### src/rtl/du_uart_word_tx.sv
// du_uart_word_tx: serialises a 32-bit word as NB_WORD/NB_BYTE 8N1 UART frames, least-significant byte first
//   i_clock        system clock, rising edge
//   i_reset        asynchronous active-low reset
//   i_word         word to transmit, sampled only on accept
//   i_valid        word-valid request
//   o_ready        a word can be accepted this cycle
//   o_uart_tx_data serial line, idles high
//   o_busy         a word is being transmitted
//   o_done         1-cycle pulse when the last stop bit of the word completes
module du_uart_word_tx #(
   parameter int NB_WORD      = 32,
   parameter int NB_BYTE      = 8,
   parameter int CLKS_PER_BIT = 5208
) (
   input  logic               i_clock,
   input  logic               i_reset,
   input  logic [NB_WORD-1:0] i_word,
   input  logic               i_valid,
   output logic               o_ready,
   output logic               o_uart_tx_data,
   output logic               o_busy,
   output logic               o_done
);
   localparam int N_BYTES = NB_WORD / NB_BYTE;
   localparam int NB_BAUD = $clog2(CLKS_PER_BIT);
   localparam int NB_BIT  = NB_BYTE > 1 ? $clog2(NB_BYTE) : 1;
   localparam int NB_BCNT = N_BYTES > 1 ? $clog2(N_BYTES) : 1;
   typedef enum logic [1:0] {IDLE, START, DATA, STOP} state_t;
   state_t             state_q;
   logic [NB_WORD-1:0] shift_q;
   logic [NB_BAUD-1:0] baud_q;
   logic [NB_BIT-1:0]  bit_q;
   logic [NB_BCNT-1:0] byte_q;
   logic               ready_q, tx_q, busy_q, done_q;
   logic               baud_end;
   assign baud_end       = baud_q == NB_BAUD'(CLKS_PER_BIT - 1);
   assign o_ready        = ready_q;
   assign o_uart_tx_data = tx_q;
   assign o_busy         = busy_q;
   assign o_done         = done_q;
   always_ff @(posedge i_clock or negedge i_reset) begin
      if (!i_reset) begin
         state_q <= IDLE;
         shift_q <= '0;
         baud_q  <= '0;
         bit_q   <= '0;
         byte_q  <= '0;
         ready_q <= 1'b1;
         tx_q    <= 1'b1;
         busy_q  <= 1'b0;
         done_q  <= 1'b0;
      end else begin
         done_q <= 1'b0;
         baud_q <= (state_q == IDLE || baud_end) ? '0 : baud_q + 1'b1;
         case (state_q)
            IDLE: if (i_valid && ready_q) begin
               shift_q <= i_word;
               state_q <= START;
               tx_q    <= 1'b0;
               busy_q  <= 1'b1;
               ready_q <= 1'b0;
            end
            START: if (baud_end) begin
               state_q <= DATA;
               tx_q    <= shift_q[0];
               bit_q   <= '0;
            end
            // The register shifts on every data-bit boundary, so after the last
            // bit of a byte the next byte's LSB already sits in shift_q[0].
            DATA: if (baud_end) begin
               shift_q <= shift_q >> 1;
               if (bit_q == NB_BIT'(NB_BYTE - 1)) begin
                  state_q <= STOP;
                  tx_q    <= 1'b1;
               end else begin
                  bit_q <= bit_q + 1'b1;
                  tx_q  <= shift_q[1];
               end
            end
            STOP: if (baud_end) begin
               if (byte_q == NB_BCNT'(N_BYTES - 1)) begin
                  state_q <= IDLE;
                  byte_q  <= '0;
                  done_q  <= 1'b1;
                  ready_q <= 1'b1;
                  busy_q  <= 1'b0;
               end else begin
                  byte_q  <= byte_q + 1'b1;
                  state_q <= START;
                  tx_q    <= 1'b0;
               end
            end
            default: state_q <= IDLE;
         endcase
      end
   end
endmodule

### config.mk
export PLATFORM = sky130hd
export DESIGN_NAME = du_uart_word_tx
export DESIGN_NICKNAME = d
export VERILOG_FILES = /design/src/rtl/du_uart_word_tx.sv
export SDC_FILE = /design/constraint.sdc
export NUM_CORES = 1
export LEC_CHECK = 0
export ABC_AREA = 1
export ABC_CLOCK_PERIOD_IN_PS = 1400
export BUFFER_PORTS_ARGS = -buffer_cell sky130_fd_sc_hd__clkbuf_2
export CORE_UTILIZATION = 52
export DETAILED_ROUTE_END_ITERATION = 16
export PLACE_DENSITY = 0.78
export SYNTH_ARGS = -nofsm -noshare
export SYNTH_HDL_FRONTEND = slang
export SYNTH_SLANG_ARGS = --single-unit
### constraint.sdc
create_clock -name i_clock -period 1.4 [get_ports i_clock]
set_input_delay 0.14 -clock i_clock [delete_from_list [all_inputs] [get_ports i_clock]]
set_output_delay 0.14 -clock i_clock [all_outputs]
set_load 0.02 [all_outputs]
Word level (Yosys, flattened, before mapping)
Index checks and enable logic that the tools add are counted.
Cells by class
  equality and inequality tests: 14
  reductions and logical operators: 12
  muxes and demuxes: 33
  add/subtract/negate cells: 3
Operator list (number)
  two-way mux 32 bit: 2
  case mux 32 bit (2 select lines): 1
  two-way mux 1 bit: 15
  inequality test 2 bit, second input constant: 7
  adder 13 x 1 -> 13 bit, second input constant: 1
  == test 13 bit, second input constant: 1
  two-way mux 13 bit: 1
  two-way mux 2 bit: 6
  AND reduction 5 bit: 2
  two-way mux 3 bit: 3
  case mux 2 bit (4 select lines): 1
  AND reduction 4 bit: 2
  == test 2 bit, second input constant: 3
  case mux 3 bit (2 select lines): 1
  nonzero test 2 bit: 3
  case mux 1 bit (2 select lines): 2
  case mux 1 bit (4 select lines): 1
  adder 3 x 1 -> 3 bit, second input constant: 1
  == test 3 bit, second input constant: 1
  AND reduction 3 bit: 1
  adder 2 x 1 -> 2 bit, second input constant: 1
  == test 2 x 1 -> 1 bit, second input constant: 1
  logical NOT 2 bit: 1
  inequality test 2 x 1 -> 1 bit, second input constant: 1
  other kinds (3): 3
Storage, ports and cells
  logic and storage cells: 71
  input bits: 35
  output and inout port bits: 4
  bits in registers: 56

Depth between registers and ports, before layout
Gate-level depths: netlist of the first run.
  word-level depth: 4
  mapped depth: 9
  depth with buffers taken out: 9

Worst setup path after synthesis of the first run
OpenSTA, ideal clock, no wires.
  path type: register to register
  start: register state_q[0]
  end: register shift_q[0]
  setup slack: -0.086 ns
  required time: 1.276 ns
  arrival time: 1.362 ns
  clock period less this slack: 1.486 ns
  library setup time: 0.124 ns
  path buffers: 2
  cell stages (with the launch flop): 8
  path through: dfrtp_1 > inv_1 > ha_1 > buf_2 > o21a_1 > nand2_4 > buf_6 > o21ai_2
On the way
  word-level cells in the longest chain between the ends: 3
  elaborated cells between the ends (all ways): 7
  classes of those cells: eq/ne (3); mux (1); reduce/logical (3)
RTL lines
  start, declared: RTL line 29  | state_t state_q;
  start signal, assigned: RTL line 43  | state_q <= IDLE;
  start signal, assigned: RTL line 58  | state_q <= START;
  start signal, assigned: RTL line 64  | state_q <= DATA;
  == test 2 bit or logical NOT 2 bit (tied branches): RTL line 55  | case (state_q)
  inequality test 2 bit (no source line), or another cell as far along
  AND reduction 3 bit (no source line)
  end signal, assigned: RTL line 57  | shift_q <= i_word;
  end signal, assigned: RTL line 71  | shift_q <= shift_q >> 1;
  end, declared: RTL line 30  | logic [NB_WORD-1:0] shift_q;
Parallel ways exist; a longest one is shown, timed or not.
A chain may end at the register's enable or synchronous reset.

Worst setup path in the final report of the first run
  start: register baud_q[1]
  end: register shift_q[28]
On the way
  word-level cells in the longest chain between the ends: 3
RTL lines
  start, declared: RTL line 31  | logic [NB_BAUD-1:0] baud_q;
  start signal, assigned: RTL line 54  | baud_q <= (state_q == IDLE || baud_end) ? '0 : baud_q + 1'b1;
  == test 13 bit: RTL line 36  | assign baud_end = baud_q == NB_BAUD'(CLKS_PER_BIT - 1);
  inequality test 2 bit (no source line)
  AND reduction 3 bit (no source line)
Every way passes these cells.

==> results of run 1 <==
## timing repair
action	CTS	global route
pin swaps	6	13
hold endpoints to repair	12	0
hold buffers	1	0
setup endpoints to repair	40	55
setup buffers	5	0
cloned	2	1
resized for setup	52	39
## flip-flops by register name (all words and copies together) (netlist names)
signal          flops
o_done              1
bit_q               3
baud_q             13
o_busy              1
o_uart_tx_data      1
byte_q              2
shift_q            32
state_q             2
o_ready             1
## per-stage QoR
step,utilization [%],hold WS [ns]
after CTS,69.1,0.0724
after global routing,71.9,0.0853
final,71.9,0.0813
after detailed placement,62.2,0.0953
after global placement,62.2,0.0881
after floorplan,-,-0.156
## kinds of logic (layout without fill, tap and decap cells)
family	count (synthesis)	in the layout	synth area share (%)
AOI/OAI and AO/OA	52	52	13.3
adders and majority gates	8	8	3.39
buffers and inverters	39	108	6.66
DFF	56	56	47.6
muxes	30	30	10.2
and+or+nand+nor	130	130	18.9
## worst register-to-register path, stage by stage, from the launching register on
cell and delay, ns:
sky130_fd_sc_hd__dfrtp_1 0.38, sky130_fd_sc_hd__ha_2 0.20, sky130_fd_sc_hd__nand2_2 0.07, sky130_fd_sc_hd__nor2_4 0.10
sky130_fd_sc_hd__nand3_4 0.10, sky130_fd_sc_hd__nand2_4 0.10, sky130_fd_sc_hd__nand2_8 0.10, sky130_fd_sc_hd__clkbuf_16 0.19
sky130_fd_sc_hd__nand2_2 0.06, sky130_fd_sc_hd__o21ai_2 0.06
## cell type report
cell class	count	share of cell area, %
well taps	72	2.29
flip-flops and latches	56	35.7
clock buffers	6	1.84
multi-input cells	220	41.6
inverters	29	2.77
clock inverters	2	0.891
repair buffers	71	14.9
## layer usage
layer / routed length (um) / track usage, % / part of all wire [%] / vias up
li1: - / - / - / 1165
met1: 2780 / 28.6 / 43 / 1156
met2: 3440 / 42.3 / 53 / 49
met3: 206 / 3.21 / 3.2 / 8
met4: 79 / 6.42 / 1.2 / 0
met5: 0 / 0 / 0 / -
## cells in the mapped netlist (2+ instances only)
cell and number:
sky130_fd_sc_hd__a21oi_1 3, sky130_fd_sc_hd__buf_2 4, sky130_fd_sc_hd__buf_6 6, sky130_fd_sc_hd__dfrtp_1 54, sky130_fd_sc_hd__dfstp_2 2, sky130_fd_sc_hd__ha_1 8, sky130_fd_sc_hd__inv_1 27, sky130_fd_sc_hd__inv_2 2
sky130_fd_sc_hd__mux2i_1 30, sky130_fd_sc_hd__nand2_1 84, sky130_fd_sc_hd__nand2_2 2, sky130_fd_sc_hd__nand3_1 9, sky130_fd_sc_hd__nand4_1 2, sky130_fd_sc_hd__nor2_1 18, sky130_fd_sc_hd__nor2_2 3, sky130_fd_sc_hd__nor3_1 7
sky130_fd_sc_hd__o21ai_0 11, sky130_fd_sc_hd__o21ai_2 33
## worst max-delay path by stage
stage,endpoint,depth (start not counted)
floorplan,shift_q[0],7
global route,shift_q[27],9
global placement,shift_q[24],5
detailed placement,shift_q[27],8
finish,shift_q[28],9
CTS,shift_q[3],9
## power groups by stage
stage,sequential (mW),clock [mW],combinational (mW)
3_3_place_gp,1.65,0,0.125
6_report,1.62,1.06,0.128
5_1_grt,1.62,1.15,0.146
4_1_cts,1.62,1.08,0.131
3_5_place_dp,1.65,0,0.128
2_1_floorplan,1.65,0,0.0342
==> metrics, run 1 <==
Routed Wire Length between 6000 and 7000 um; commonest register cell after synthesis sky130_fd_sc_hd__dfrtp_1; synthesized area divided by synthesized cell count 9.37 sq um; count of final setup violators 32; number of different library cells in the post-synthesis netlist 28; number of cells after detailed placement about 440; Worst Setup Slack post-DPL -0.101 ns; TritonCTS buffer count 5; data arrival time of the critical path between 1.5 and 2 ns; required time of the critical path between 1.5 and 2 ns; total routing resource utilization after global routing a little under a quarter; I/O Buffers 38; largest cells by area after synthesis sky130_fd_sc_hd__dfrtp_1 46%, sky130_fd_sc_hd__nand2_1 11%, sky130_fd_sc_hd__mux2i_1 10%, sky130_fd_sc_hd__o21ai_2 9.8%, sky130_fd_sc_hd__inv_1 3.4%; sequential element share of the synthesized area 47.6%; family with the most delay on the worst path simple AND/OR/NAND/NOR gates; end point of the most critical hold path o_busy; Detail Route Antenna Nets 0; CP Max Fanout 7; #FFs+latches synth 56; CP dominant cell by count sky130_fd_sc_hd__nand2_2; tightest slew margin relative to the limit between 60% and 70%; internal power between 2 and 2.5 mW; H-tree depth reported by CTS 2; destination of the worst register-to-register timing path shift_q[28]; synthesized cell area around 3000 sq um; setup TNS -1.28 ns; Tmin final ~1.5 ns; total power roughly 2.8 mW; share of the synthesized area in the top cell type a little under half; top library cells by usage in the layout, fill and taps aside 53 x sky130_fd_sc_hd__dfrtp_1, 52 x sky130_fd_sc_hd__nand2_1, 38 x sky130_fd_sc_hd__clkbuf_2, 35 x sky130_fd_sc_hd__o21ai_2, 28 x sky130_fd_sc_hd__mux2i_1; number of diodes 0; Critical Path Sink Type register; die area between 5000 and 6000 sq um; worst path cell trace ha_2 > nand2_2 > nor2_4 > nand3_4 > nand2_4 > nand2_8 > clkbuf_16 > nand2_2 > o21ai_2; Total Nets Final between 400 and 500; residual DRC count 0; path type of the worst setup path reg -> reg; part of the power in registers ~58%; total power divided by cell area around 710 nW/um^2; cell taking the most area after synthesis sky130_fd_sc_hd__dfrtp_1; cell area reported after detailed placement about 3400 sq um; Hold Startpoint i_valid; part of the cycle the worst path needs 105%; post-route setup slack -0.0631 ns; number of enable flip-flop cells after synthesis 0; number of cells on the worst hold path 3; fraction of registers with async set or reset after synthesis between 90% and 100%; Clk Tree Root Cell sky130_fd_sc_hd__clkbuf_8; placed wire-length estimate around 4200 um; Initial Utilization a little over half; vertical extent of the die about 77 um; leading cell type in the layout, fill and taps excluded sky130_fd_sc_hd__dfrtp_1; NetSw roughly 600 uW; warning count from the yosys run 0; initial antenna violation count 0; sw frac 21.4%; part of the total power dissipated in combinational logic between 4 and 5%; Sequential cell area 1410 sq um; Routed WL per cell around 14 um; share of power burned in the clock network between 30% and 40%; final global-route overflow total 0; P_leak roughly 1.8 nW; clk sinks between 50 and 60; final-report hold violation count 0; setup slack of the most critical reg-to-reg path -0.06 ns; synthesized net count 358; Achievable Freq 683 MHz; R2R cell count 9; startpoint type of the worst setup path register; Max Clock Skew 0.00874 ns; pin count of the biggest net entering global routing 43; fraction of final layout cells sized beyond drive strength 1 48.4%; router iterations before antenna repair 4; Routability Congestion around 0.77; number of standard-cell rows in the floorplan 27; Finished Layout Cells roughly 460; status finished with violations; clock latency on the worst-skew pair 0.31 ns; CP max stage delay 0.38 ns; final instance area 3930 sq um; pin slew with the least headroom to its limit about 0.47 ns; number of global-route vias before repair about 2500; Buf/Inv on CP 1; initial DRC count 87; worst min-delay path class in -> reg; maxcap violations 0; CTS clock-pin slew for the worst setup and hold paths ~0.10 ns; Die Wd about 77 um; maximum buffer depth of the clock tree 2; top-level I/O count 39; failing checks negative setup slack; largest vdd supply drop 479 uV; combined area of the multi-input logic cells roughly 1600 sq um; wire length of the first global-routing pass about 11000 um; launch point of the worst path baud_q[1]; Fill cells 399; DR vias ~2400; r2r startpoint baud_q[1]; number of instances in the synthesized netlist 315; unrepaired setup endpoints after global routing true; CTS tree done; Vias per Instance around 5.2; max-slew violations 0; area of the core 5470 sq um; Slowest-stage cell, CP sky130_fd_sc_hd__dfrtp_1; Syn-to-layout area delta 33.3%
(Power assumes the default switching activity.)
==> inputs of run 2 (changes only) <==
Settings changed: PLACE_DENSITY 0.78 to 0.83.
==> metrics, run 2 (synthesis results as in run 1) <==
status finished with violations; failing checks negative setup slack; CP max stage delay ~0.44 ns; initial antenna violation count 0; TritonCTS buffer count 5; placed wire-length estimate 4110 um; max-slew violations 0; Die Wd a little under 80 um; part of the cycle the worst path needs 112%; Vias per Instance between 5 and 6; maximum buffer depth of the clock tree 2; P_leak roughly 1.8 nW; Max Clock Skew roughly 0.011 ns; Tmin final between 1.5 and 2 ns; Routability Congestion between 0.8 and 0.9; Total Nets Final roughly 440; Achievable Freq around 640 MHz; r2r startpoint state_q[0]; max reg flops 32; worst min-delay path class in -> reg; number of global-route vias before repair 2353; total power divided by cell area between 600 and 700 nW/um^2; total power approximately 2.6 mW; leading cell type in the layout, fill and taps excluded sky130_fd_sc_hd__dfrtp_1; end point of the most critical hold path shift_q[31]; clk sinks 56; Initial Utilization 53.9%; largest register by flop count shift_q; DR vias between 2000 and 2500; number of standard-cell rows in the floorplan 27; setup slack of the most critical reg-to-reg path -0.17 ns; unrepaired setup endpoints after global routing true; largest registers shift_q (32), baud_q (13), bit_q (3); destination of the worst register-to-register timing path shift_q[21]; top library cells by usage in the layout, fill and taps aside 54 x sky130_fd_sc_hd__dfrtp_1, 47 x sky130_fd_sc_hd__nand2_1, 38 x sky130_fd_sc_hd__clkbuf_2, 34 x sky130_fd_sc_hd__o21ai_2, 28 x sky130_fd_sc_hd__mux2i_1; data arrival time of the critical path between 1.5 and 2 ns; Routed Wire Length 7330 um; CTS clock-pin slew for the worst setup and hold paths approximately 0.10 ns; CP Max Fanout 7; wire length of the first global-routing pass between 10000 and 15000 um; Buf/Inv on CP 2; residual DRC count 0; Slowest-stage cell, CP sky130_fd_sc_hd__dfrtp_1; largest vdd supply drop 470 uV; Routed WL per cell approximately 16 um; worst path cell trace inv_2 > ha_4 > o21a_2 > nand2_8 > clkbuf_16 > nand2_1 > o21ai_2; fraction of final layout cells sized beyond drive strength 1 between 40% and 50%; top-level I/O count 39; die area about 6000 sq um; Detail Route Antenna Nets 0; startpoint type of the worst setup path register; CTS tree done; final-report hold violation count 0; number of diodes 0; total routing resource utilization after global routing a little over a fifth; Critical Path Sink Type register; I/O Buffers 38; Worst Setup Slack post-DPL -0.129 ns; pin slew with the least headroom to its limit 0.387 ns; tightest slew margin relative to the limit about 74%; vertical extent of the die between 70 and 80 um; maxcap violations 0; initial DRC count 102; clock latency on the worst-skew pair ~0.32 ns; Hold Startpoint i_word[31]; number of cells on the worst hold path 3; R2R cell count 7; required time of the critical path between 1.5 and 2 ns; number of cells after detailed placement approximately 440; area of the core roughly 5500 sq um; post-route setup slack -0.170 ns; path type of the worst setup path reg -> reg; Finished Layout Cells 467; router iterations before antenna repair 4; Clk Tree Root Cell sky130_fd_sc_hd__clkbuf_8; count of final setup violators 38; final global-route overflow total 0; family with the most delay on the worst path flip-flops; fraction of the core area covered by cells at the end of the flow 74.7%; Syn-to-layout area delta 38.6%; pin count of the biggest net entering global routing 44; H-tree depth reported by CTS 2
## run 2: cell count changes in the layout (fill, tap and decap cells not counted), moves of 3 or more
cell / delta
sky130_fd_sc_hd__buf_4: +4
sky130_fd_sc_hd__buf_6: +4
sky130_fd_sc_hd__clkbuf_16: +3
sky130_fd_sc_hd__nand2_1: -5
sky130_fd_sc_hd__nand2_4: +4
## run 2: worst max path at each step
stage	to	slack [ns]	cells past startpoint	startpoint
2_1_floorplan	shift_q[0]	-0.01	7	state_q[0]
3_3_place_gp	shift_q[26]	-0.07	9	baud_q[1]
3_5_place_dp	shift_q[30]	-0.13	9	baud_q[1]
4_1_cts	shift_q[30]	-0.12	8	state_q[1]
5_1_grt	shift_q[21]	-0.23	8	state_q[1]
6_report	shift_q[21]	-0.17	7	state_q[0]
## run 2: per-layer routing
layer	part of all wire [%]	global-route usage [%]
met1	42	28.5
met5	0	0
met3	3.5	4.05
met2	53	36.9
met4	2.3	5.66
## run 2: area by class of cell
cell class	count	area, sq um
Sequential cell	56	1400
Tap cell	72	90.1
Multi-Input combinational cell	221	1680
Clock inverter	1	5.00
Clock buffer	6	72.6
Timing Repair Buffer	82	732
Inverter	29	109
Fill cell	346	1380
## run 2: report_power, final
part           leakage (nW)  total (mW)  internal [mW]  switching (mW)
sequential            0.775        1.62           1.62               0
combinational          1.02       0.132         0.0580          0.0736
clock                0.0410       0.862          0.342           0.520
total                  1.83        2.61           2.02           0.594
## run 2: worst register-to-register path: cells and delay by family (launching register included)
| family | cells | cell delay, ns |
|---|---|---|
| flip-flops | 1 | 0.44 |
| AND/OR/NAND/NOR | 2 | 0.20 |
| AO/OA/AOI/OAI | 2 | 0.32 |
| adder cells (fa/ha/maj) | 1 | 0.22 |
| buffers and inverters | 2 | 0.30 |
## run 2: stage by stage
| step | hold WS, ns | setup TNS, ns | area (sq um) |
|---|---|---|---|
| final | 0.0712 | -4.56 | 4090 |
| after floorplan | -0.156 | -0.365 | 2980 |
| after global placement | 0.0814 | -2.16 | 3420 |
| after global routing | 0.0978 | -7.28 | 4090 |
| after detailed placement | 0.0819 | -3.84 | 3420 |
| after CTS | 0.0762 | -2.91 | 3710 |
## run 2: timing repair
action                                 4_1_cts  5_1_grt
endpoints found under the hold margin       11        0
gates resized for setup                     37       60
cloned                                       1        7
buffers inserted                             6        4
pin swaps                                    2       10
hold buffers                                 1        0
setup endpoints to repair                   43       52
